==> src/rtl/key_expander.sv <==
// AES key expansion: produces one 32-bit schedule word per clock after start.
// Works for AES-128, AES-192 and AES-256 (Nk = 4, 6, 8).
module key_expander #(
    parameter int Nk = 4,
    parameter int Nr = Nk + 6
) (
    input  logic                    clks,
    input  logic                    reset,
    input  logic                    start,
    input  logic [0:Nk*32-1]        key,
    output logic                    busy,
    output logic                    done,
    output logic                    keys_valid,
    output logic [0:128*(Nr+1)-1]   keys
);

    localparam int NW = 4 * (Nr + 1);

    localparam logic [1:0] IDLE   = 2'd0;
    localparam logic [1:0] EXPAND = 2'd1;
    localparam logic [1:0] DONE   = 2'd2;

    localparam logic [5:0] NK_W    = 6'(Nk);
    localparam logic [5:0] LAST_W  = 6'(NW - 1);
    localparam logic [2:0] NK_LAST = 3'(Nk - 1);

    localparam logic [0:2047] SBOX = {
        128'h637c777bf26b6fc53001672bfed7ab76,
        128'hca82c97dfa5947f0add4a2af9ca472c0,
        128'hb7fd9326363ff7cc34a5e5f171d83115,
        128'h04c723c31896059a071280e2eb27b275,
        128'h09832c1a1b6e5aa0523bd6b329e32f84,
        128'h53d100ed20fcb15b6acbbe394a4c58cf,
        128'hd0efaafb434d338545f9027f503c9fa8,
        128'h51a3408f929d38f5bcb6da2110fff3d2,
        128'hcd0c13ec5f974417c4a77e3d645d1973,
        128'h60814fdc222a908846eeb814de5e0bdb,
        128'he0323a0a4906245cc2d3ac629195e479,
        128'he7c8376d8dd54ea96c56f4ea657aae08,
        128'hba78252e1ca6b4c6e8dd741f4bbd8b8a,
        128'h703eb5664803f60e613557b986c11d9e,
        128'he1f8981169d98e949b1e87e9ce5528df,
        128'h8ca1890dbfe6426841992d0fb054bb16
    };

    function automatic logic [7:0] sbox(input logic [7:0] b);
        return SBOX[{b, 3'b000} +: 8];
    endfunction

    function automatic logic [31:0] sub_word(input logic [31:0] w);
        return {sbox(w[31:24]), sbox(w[23:16]), sbox(w[15:8]), sbox(w[7:0])};
    endfunction

    function automatic logic [31:0] rot_word(input logic [31:0] w);
        return {w[23:0], w[31:24]};
    endfunction

    function automatic logic [7:0] xtime(input logic [7:0] b);
        return {b[6:0], 1'b0} ^ (b[7] ? 8'h1b : 8'h00);
    endfunction

    logic [1:0]  state_q, state_d;
    logic [5:0]  i_q, i_d;
    logic [2:0]  imod_q, imod_d;
    logic [7:0]  rcon_q, rcon_d;
    logic        done_q, done_d;
    logic        valid_q, valid_d;
    logic [31:0] w_q [NW];
    logic [31:0] w_d [NW];
    logic [31:0] temp;

    // One schedule word per EXPAND cycle; imod tracks i mod Nk without a divider.
    always_comb begin
        state_d = state_q;
        i_d     = i_q;
        imod_d  = imod_q;
        rcon_d  = rcon_q;
        done_d  = 1'b0;
        valid_d = valid_q;
        w_d     = w_q;
        temp    = '0;

        case (state_q)
            IDLE: begin
                if (start) begin
                    for (int j = 0; j < Nk; j++) begin
                        w_d[j] = key[32*j +: 32];
                    end
                    i_d     = NK_W;
                    imod_d  = 3'd0;
                    rcon_d  = 8'h01;
                    valid_d = 1'b0;
                    state_d = EXPAND;
                end
            end
            EXPAND: begin
                temp = w_q[i_q - 6'd1];
                if (imod_q == 3'd0) begin
                    temp   = sub_word(rot_word(temp)) ^ {rcon_q, 24'h000000};
                    rcon_d = xtime(rcon_q);
                end else if (Nk == 8 && imod_q == 3'd4) begin
                    temp = sub_word(temp);
                end
                w_d[i_q] = w_q[i_q - NK_W] ^ temp;
                i_d      = i_q + 6'd1;
                imod_d   = (imod_q == NK_LAST) ? 3'd0 : imod_q + 3'd1;
                if (i_q == LAST_W) begin
                    done_d  = 1'b1;
                    valid_d = 1'b1;
                    state_d = DONE;
                end
            end
            DONE: begin
                state_d = IDLE;
            end
            default: begin
                state_d = IDLE;
            end
        endcase
    end

    always_ff @(posedge clks) begin
        if (reset) begin
            state_q <= IDLE;
            i_q     <= 6'd0;
            imod_q  <= 3'd0;
            rcon_q  <= 8'h01;
            done_q  <= 1'b0;
            valid_q <= 1'b0;
            w_q     <= '{default: '0};
        end else begin
            state_q <= state_d;
            i_q     <= i_d;
            imod_q  <= imod_d;
            rcon_q  <= rcon_d;
            done_q  <= done_d;
            valid_q <= valid_d;
            w_q     <= w_d;
        end
    end

    assign busy       = (state_q == EXPAND);
    assign done       = done_q;
    assign keys_valid = valid_q;

    always_comb begin
        keys = '0;
        for (int j = 0; j < NW; j++) begin
            keys[32*j +: 32] = w_q[j];
        end
    end

endmodule

==> config.mk <==
export PLATFORM = sky130hd
export DESIGN_NAME = key_expander
export DESIGN_NICKNAME = d
export VERILOG_FILES = /design/src/rtl/key_expander.sv
export SDC_FILE = /design/constraint.sdc
export NUM_CORES = 2
export LEC_CHECK = 0
export ABC_AREA = 1
export CAP_MARGIN = 10
export CORE_AREA = 2 2 600 602
export CTS_BUF_LIST = sky130_fd_sc_hd__clkbuf_8
export DETAILED_ROUTE_END_ITERATION = 16
export DIE_AREA = 0 0 602 604
export GPL_ROUTABILITY_DRIVEN = 0
export PLACE_DENSITY = 0.45
export SLEW_MARGIN = 20
export SYNTH_ARGS = -nofsm -noshare
export SYNTH_HDL_FRONTEND = slang
export SYNTH_SLANG_ARGS = --single-unit
==> constraint.sdc <==
create_clock -name clks -period 7.07 [get_ports clks]
set_clock_uncertainty 0.1 [all_clocks]
set_input_delay 1.414 -clock clks [delete_from_list [all_inputs] [get_ports clks]]
set_output_delay 1.414 -clock clks [all_outputs]
set_load 0.02 [all_outputs]
## After elaboration in Yosys (flattened, before gate mapping)

Index checks and enable logic that the tools add are counted.

| word-level totals | value |
|---|---|
| flip-flop bits (word level) | 1429 |
| word-level logic and storage cells | 117 |

| cells by class | value |
|---|---|
| add/subtract/negate cells | 4 |
| magnitude comparators | 4 |
| equal/unequal tests | 6 |
| shift-type cells | 4 |
| multiplexer cells | 29 |
| bitwise gates (word level) | 11 |
| reductions and logical operators | 9 |

Operator list:

| cell | number |
|---|---|
| indexed part select 2048 x 12 -> 2049 bit (first input constant) | 4 |
| bitwise mux 1408 bit | 1 |
| binary-select mux 32 bit (select 6 bit) | 2 |
| one-hot mux 128 bit (2 select lines) | 1 |
| 2-to-1 mux 32 bit | 7 |
| demux 32 bit (select 6 bit) | 1 |
| 2-to-1 mux 128 bit | 1 |
| XOR 32 bit | 2 |
| NOT 11 -> 12 bit | 4 |
| >= comparator 7 bit (second input constant) | 3 |
| NOT 6 -> 7 bit | 3 |
| 2-to-1 mux 8 bit | 2 |
| one-hot mux 8 bit (2 select lines) | 1 |
| one-hot mux 6 bit (2 select lines) | 1 |
| XOR 8 x 5 -> 8 bit | 1 |
| < comparator 7 x 1 -> 1 bit (second input constant) | 1 |
| adder 6 x 1 -> 6 bit (second input constant) | 1 |
| == test 6 bit (second input constant) | 1 |
| 2-to-1 mux 3 bit | 2 |
| 2-to-1 mux 6 bit | 1 |
| one-hot mux 3 bit (2 select lines) | 1 |
| AND reduction 3 bit | 2 |
| subtractor 6 x 1 -> 6 bit (second input constant) | 1 |
| subtractor 6 x 3 -> 6 bit (second input constant) | 1 |
| other kinds (17) | 22 |

## Longest topological paths before layout

| logic depth | value |
|---|---|
| word-level depth | 13 |
| depth in mapped cells | 44 |

## Worst setup path after synthesis

Ideal clock, no wire load.

| path | value |
|---|---|
| path type | register -> register |
| start | register i_q[0] |
| end | register w_q, in the netlist keys[141] |
| setup time | 0.115 ns |
| arrival time | 5.097 ns |
| data required time | 6.855 ns |
| path slack | 1.758 ns |
| cell stages (with the launch flop) | 41 |
| buffers on the path | 14 |
| clock period less this slack | 5.312 ns |
| path through | dfxtp_1 > buf_6 > inv_4 > buf_6 > buf_6 > buf_6 > buf_6 > buf_2 > buf_2 > buf_2 > ha_1 > buf_4 > inv_2 > buf_6 > buf_4 > buf_4 > a21oi_1 > o21ai_0 > [5 not listed] > nand2_1 > inv_1 > ha_1 > inv_1 > nand2_1 > clkbuf_1 > nand3_1 > o211ai_1 > nand3_1 > nand3_1 > nand3_1 > nand3_1 > nand2_1 > nand2_1 > nand2_1 > buf_2 > o21ai_0 > inv_1 |

| between the ends | value |
|---|---|
| cells in the longest elaborated chain, start to end | 12 |
| elaborated cells between the ends (all ways) | 23 |
| classes of those cells | add/sub (2); order compare (2); shift (1); mux (11); bitwise (6); reduce/logical (1) |

RTL lines:

| element | line | RTL |
|---|---|---|
| start, declared | 63 | `logic [5:0] i_q, i_d;` |
| start signal, assigned | 133 | `i_q <= i_d;` |
| subtractor 6 x 1 -> 6 bit | 97 | `temp = w_q[i_q - 6'd1];` |
| NOT 6 -> 7 bit (implied by the code) | 97 |  |
| binary-select mux 32 bit (select 6 bit) | 97 |  |
| 2-to-1 mux 32 bit (implied by the code) (2 in a row) | 97 |  |
| NOT 11 -> 12 bit (implied by the code) | 47 | `return SBOX[{b, 3'b000} +: 8];` |
| indexed part select 2048 x 12 -> 2049 bit | 47 |  |
| XOR 32 bit | 99 | `temp = sub_word(rot_word(temp)) ^ {rcon_q, 24'h000000};` |
| 2-to-1 mux 32 bit | 98 | `if (imod_q == 3'd0) begin` |
| 2-to-1 mux 32 bit | 83 | `case (state_q)` |
| XOR 32 bit | 104 | `w_d[i_q] = w_q[i_q - NK_W] ^ temp;` |
| bitwise mux 1408 bit (*) | 104 |  |
| end signal, assigned | 138 | `w_q <= w_d;` |
| end, declared | 68 | `logic [31:0] w_q [NW];` |

Mark *: on every way between the ends. The rest lies on a longest branch, timed or not. The select of a mux whose other input is x is not followed.
A chain may end at the register's enable or synchronous reset.

## Worst setup path after layout

| path | value |
|---|---|
| start | register i_q[0] |
| end | register w_q, in the netlist keys[716] |

The elaborated chain is that of the path after synthesis.

==> key figures <==
Outcome
  • Status: finished, violations left
  • Failing checks: setup timing

Routing
  • Antenna Violating Nets Remaining: 0
  • Vias/cell: 5.72
  • DR pass1 iterations: 9
  • DRT iter0 DRCs: 21000
  • Via count: 119000
  • DR DRC count: 0
  • Detailed-route wire length per cell: 35.4 um
  • Total length of routed wires: 739 mm

Die
  • Die area: 364000 sq um
  • Core area: 358000 sq um
  • Die extent in x: 602 um
  • Initial Utilization: 0.259
  • # IOs: 1542
  • Die Y: 604 um
  • Row count: 220

Timing
  • Worst-margin pin slew: 1.41 ns
  • Hold_ws: 0.383 ns
  • Final setup fails: 2
  • Pins over their slew limit: 0
  • Final hold viol count: 0
  • Fin Setup TNS: -0.00721 ns
  • Max frequency: 141 MHz
  • RSZ-0062 raised after global routing: no
  • Worst rel slew slack: 0.0492
  • Fin crit period: 7.07 ns
  • Worst setup margin: -0.00492 ns
  • Final period util: 1.00

Yosys
  • Sequential fraction of the synthesis area: 0.309
  • EDFF count, synth: 0
  • Syn nets: 15100
  • Fraction of registers with async set/reset: 0
  • Ys flop type: dfxtp_1
  • Syn Area/Cell: 6.22 sq um
  • YS warnings: 0
  • Post-Synthesis Cells: 14900
  • Yosys cell types: 64
  • Cell Area, Synth: 92500 sq um
  • Yosys reg bits: 1429

Setup path
  • Slowest CP cell: dfxtp_4
  • Critical Path Max Stage Delay: 0.61 ns
  • Setup crit end kind: register
  • Top Family by Delay on Critical Path: simple AND/OR/NAND/NOR gates
  • CP Class: register to register
  • Crit path DAT: 8.05 ns
  • R2R depth: 25
  • Type of origin of the critical path: register
  • Crit path max fanout: 48
  • Worst path depth: 25
  • WP buf/inv: 7
  • Worst EP required: 8.05 ns
  • Most numerous cell on the critical path: nand3_1

Place
  • Post-DP HPWL: 534 mm
  • Pre-CTS setup slack: 0.376 ns
  • Port bufs: 1541
  • Post-DP Area: 112000 sq um

Global route
  • First-pass GRT wire length: 978 mm
  • GRT Total Usage: 0.386
  • Vias in the first global route: 107000
  • GR Overflow Total: 0
  • Largest net degree at the start of global routing: 176
  • Initial antenna violation count: 56

Pwr
  • Leakage power: 52.0 nW
  • Power density cells: 257 nW/um^2
  • VDD IR-drop max: 0.190 mV

Clocking
  • Clk slew on worst S/H paths: 0.06 ns
  • CTS tree: done
  • Latest clock arrival within the worst-skew pair: 1.16 ns
  • Sink Count: 1429
  • PostCTS Resize Cnt: 0
  • Max H-tree Level: 5
  • TritonCTS buffer count: 298
  • Max clock buf depth: 4
  • Buffer count from post-CTS setup fixing: 0
  • Root buffer cell: clkbuf_8
  • CTS Hold Bufs: 0

Finish
  • Layout Nets: 16100
  • Fill count: 39800
  • Layout cells sized above 1: 0.0676
  • Sequential cell area: 28600 sq um
  • Multi-input gate area: 48600 sq um
  • Finished Cell Area: 118000 sq um
  • Synthesis-to-finish area growth: 27.5%

Hold path
  • Worst min path class: register to register
  • Worst hold stages: 1

Flow run
  • Maxcap violations: 0
[final cells by class]
class | count | share of cell area
multi-input cells | 9686 | 0.412
flip-flops and latches | 1429 | 0.242
repair buffers | 1962 | 0.166
inverters | 2482 | 0.0796
well taps | 4773 | 0.0506
clock buffers | 351 | 0.0409
clock inverters | 160 | 0.00763
diodes | 37 | 0.000785
[worst paths after layout]
kind | start | end | slack (ns)
setup / recovery | i_q[0]$_SDFFE_PP0P_ | keys[716]$_SDFFE_PP0P_ | -0.005
hold / removal | keys_valid$_SDFFE_PP0P_ | keys_valid$_SDFFE_PP0P_ | 0.38
setup reg to reg | i_q[0]$_SDFFE_PP0P_ | keys[716]$_SDFFE_PP0P_ | -0.005
hold reg to reg | keys_valid$_SDFFE_PP0P_ | keys_valid$_SDFFE_PP0P_ | 0.38
[state kept, by name, summed over array words and instances (netlist names)]
| signal | flops |
|---|---|
| state_q | 2 |
| rcon_q | 8 |
| keys | 1408 |
| keys_valid | 1 |
| imod_q | 3 |
| done | 1 |
| i_q | 6 |
[routing by layer]
layer	vias up	track usage	wire [um]
met3	1984	0.134	94500
met5	-	0	192
met2	9009	0.561	302000
met1	57100	0.478	282000
li1	51300	-	-
met4	22	0.261	60300
[cells in the final DEF, fill, tap and decap left out, types with 331 or more instances in the layout]
cell type	netlist	routed
a21oi_1	1814	1814
inv_1	2415	2495
nand3_1	2028	2025
dfxtp_1	1429	1428
clkdlybuf4s50_1	0	1540
nor2_1	953	907
buf_4	192	335
clkbuf_8	0	351
nand2_1	1997	1973
o21ai_0	1526	1520
o22ai_1	333	331
[cells by family after synthesis]
group,Yosys count,share of synthesized area
AOI/OAI and AO/OA,4473,0.267
adders and majority gates,63,0.00852
buffers and inverters,3762,0.173
and+or+nand+nor,5148,0.242
xor gates and xnor gates,2,0.000392
DFF,1429,0.309
[synth_stat cells, types with 26 or more instances]
master / count / area [sq um]
o21ai_1: 198 / 991
buf_1: 28 / 105
buf_4: 192 / 1440
nand3b_1: 29 / 218
o21ai_0: 1526 / 7640
nand4_1: 26 / 163
buf_2: 400 / 2000
inv_1: 2415 / 9060
a32oi_1: 27 / 236
a21oi_1: 1814 / 9080
clkbuf_1: 571 / 2140
nor2_1: 953 / 3580
o2111ai_1: 93 / 815
dfxtp_1: 1429 / 28600
o21bai_1: 47 / 353
o22ai_1: 333 / 2080
a22oi_1: 39 / 293
buf_6: 84 / 946
inv_2: 44 / 165
nand3_1: 2028 / 10100
a31oi_1: 34 / 213
nor3_1: 28 / 140
a221oi_1: 100 / 876
nand2_2: 37 / 231
o221ai_1: 40 / 350
ha_1: 63 / 788
nand2_1: 1997 / 7500
o211ai_1: 138 / 1040
[metrics by stage]
step                 util  std cells  power, mW
finish              0.330      20900       30.3
global route        0.330      20900       30.9
CTS                 0.330      20800       29.7
detailed placement  0.314      20300       20.6
global placement    0.314      20300       20.7
floorplan               -      14900       15.0
[where the power goes]
| part | switching [mW] | internal (mW) | total, mW |
|---|---|---|---|
| combinational | 9.94 | 2.87 | 12.8 |
| sequential | 0.178 | 8.14 | 8.32 |
| clock | 4.46 | 4.69 | 9.15 |
| total | 14.6 | 15.7 | 30.3 |
Note: power is estimated with default switching activity, not from simulation.
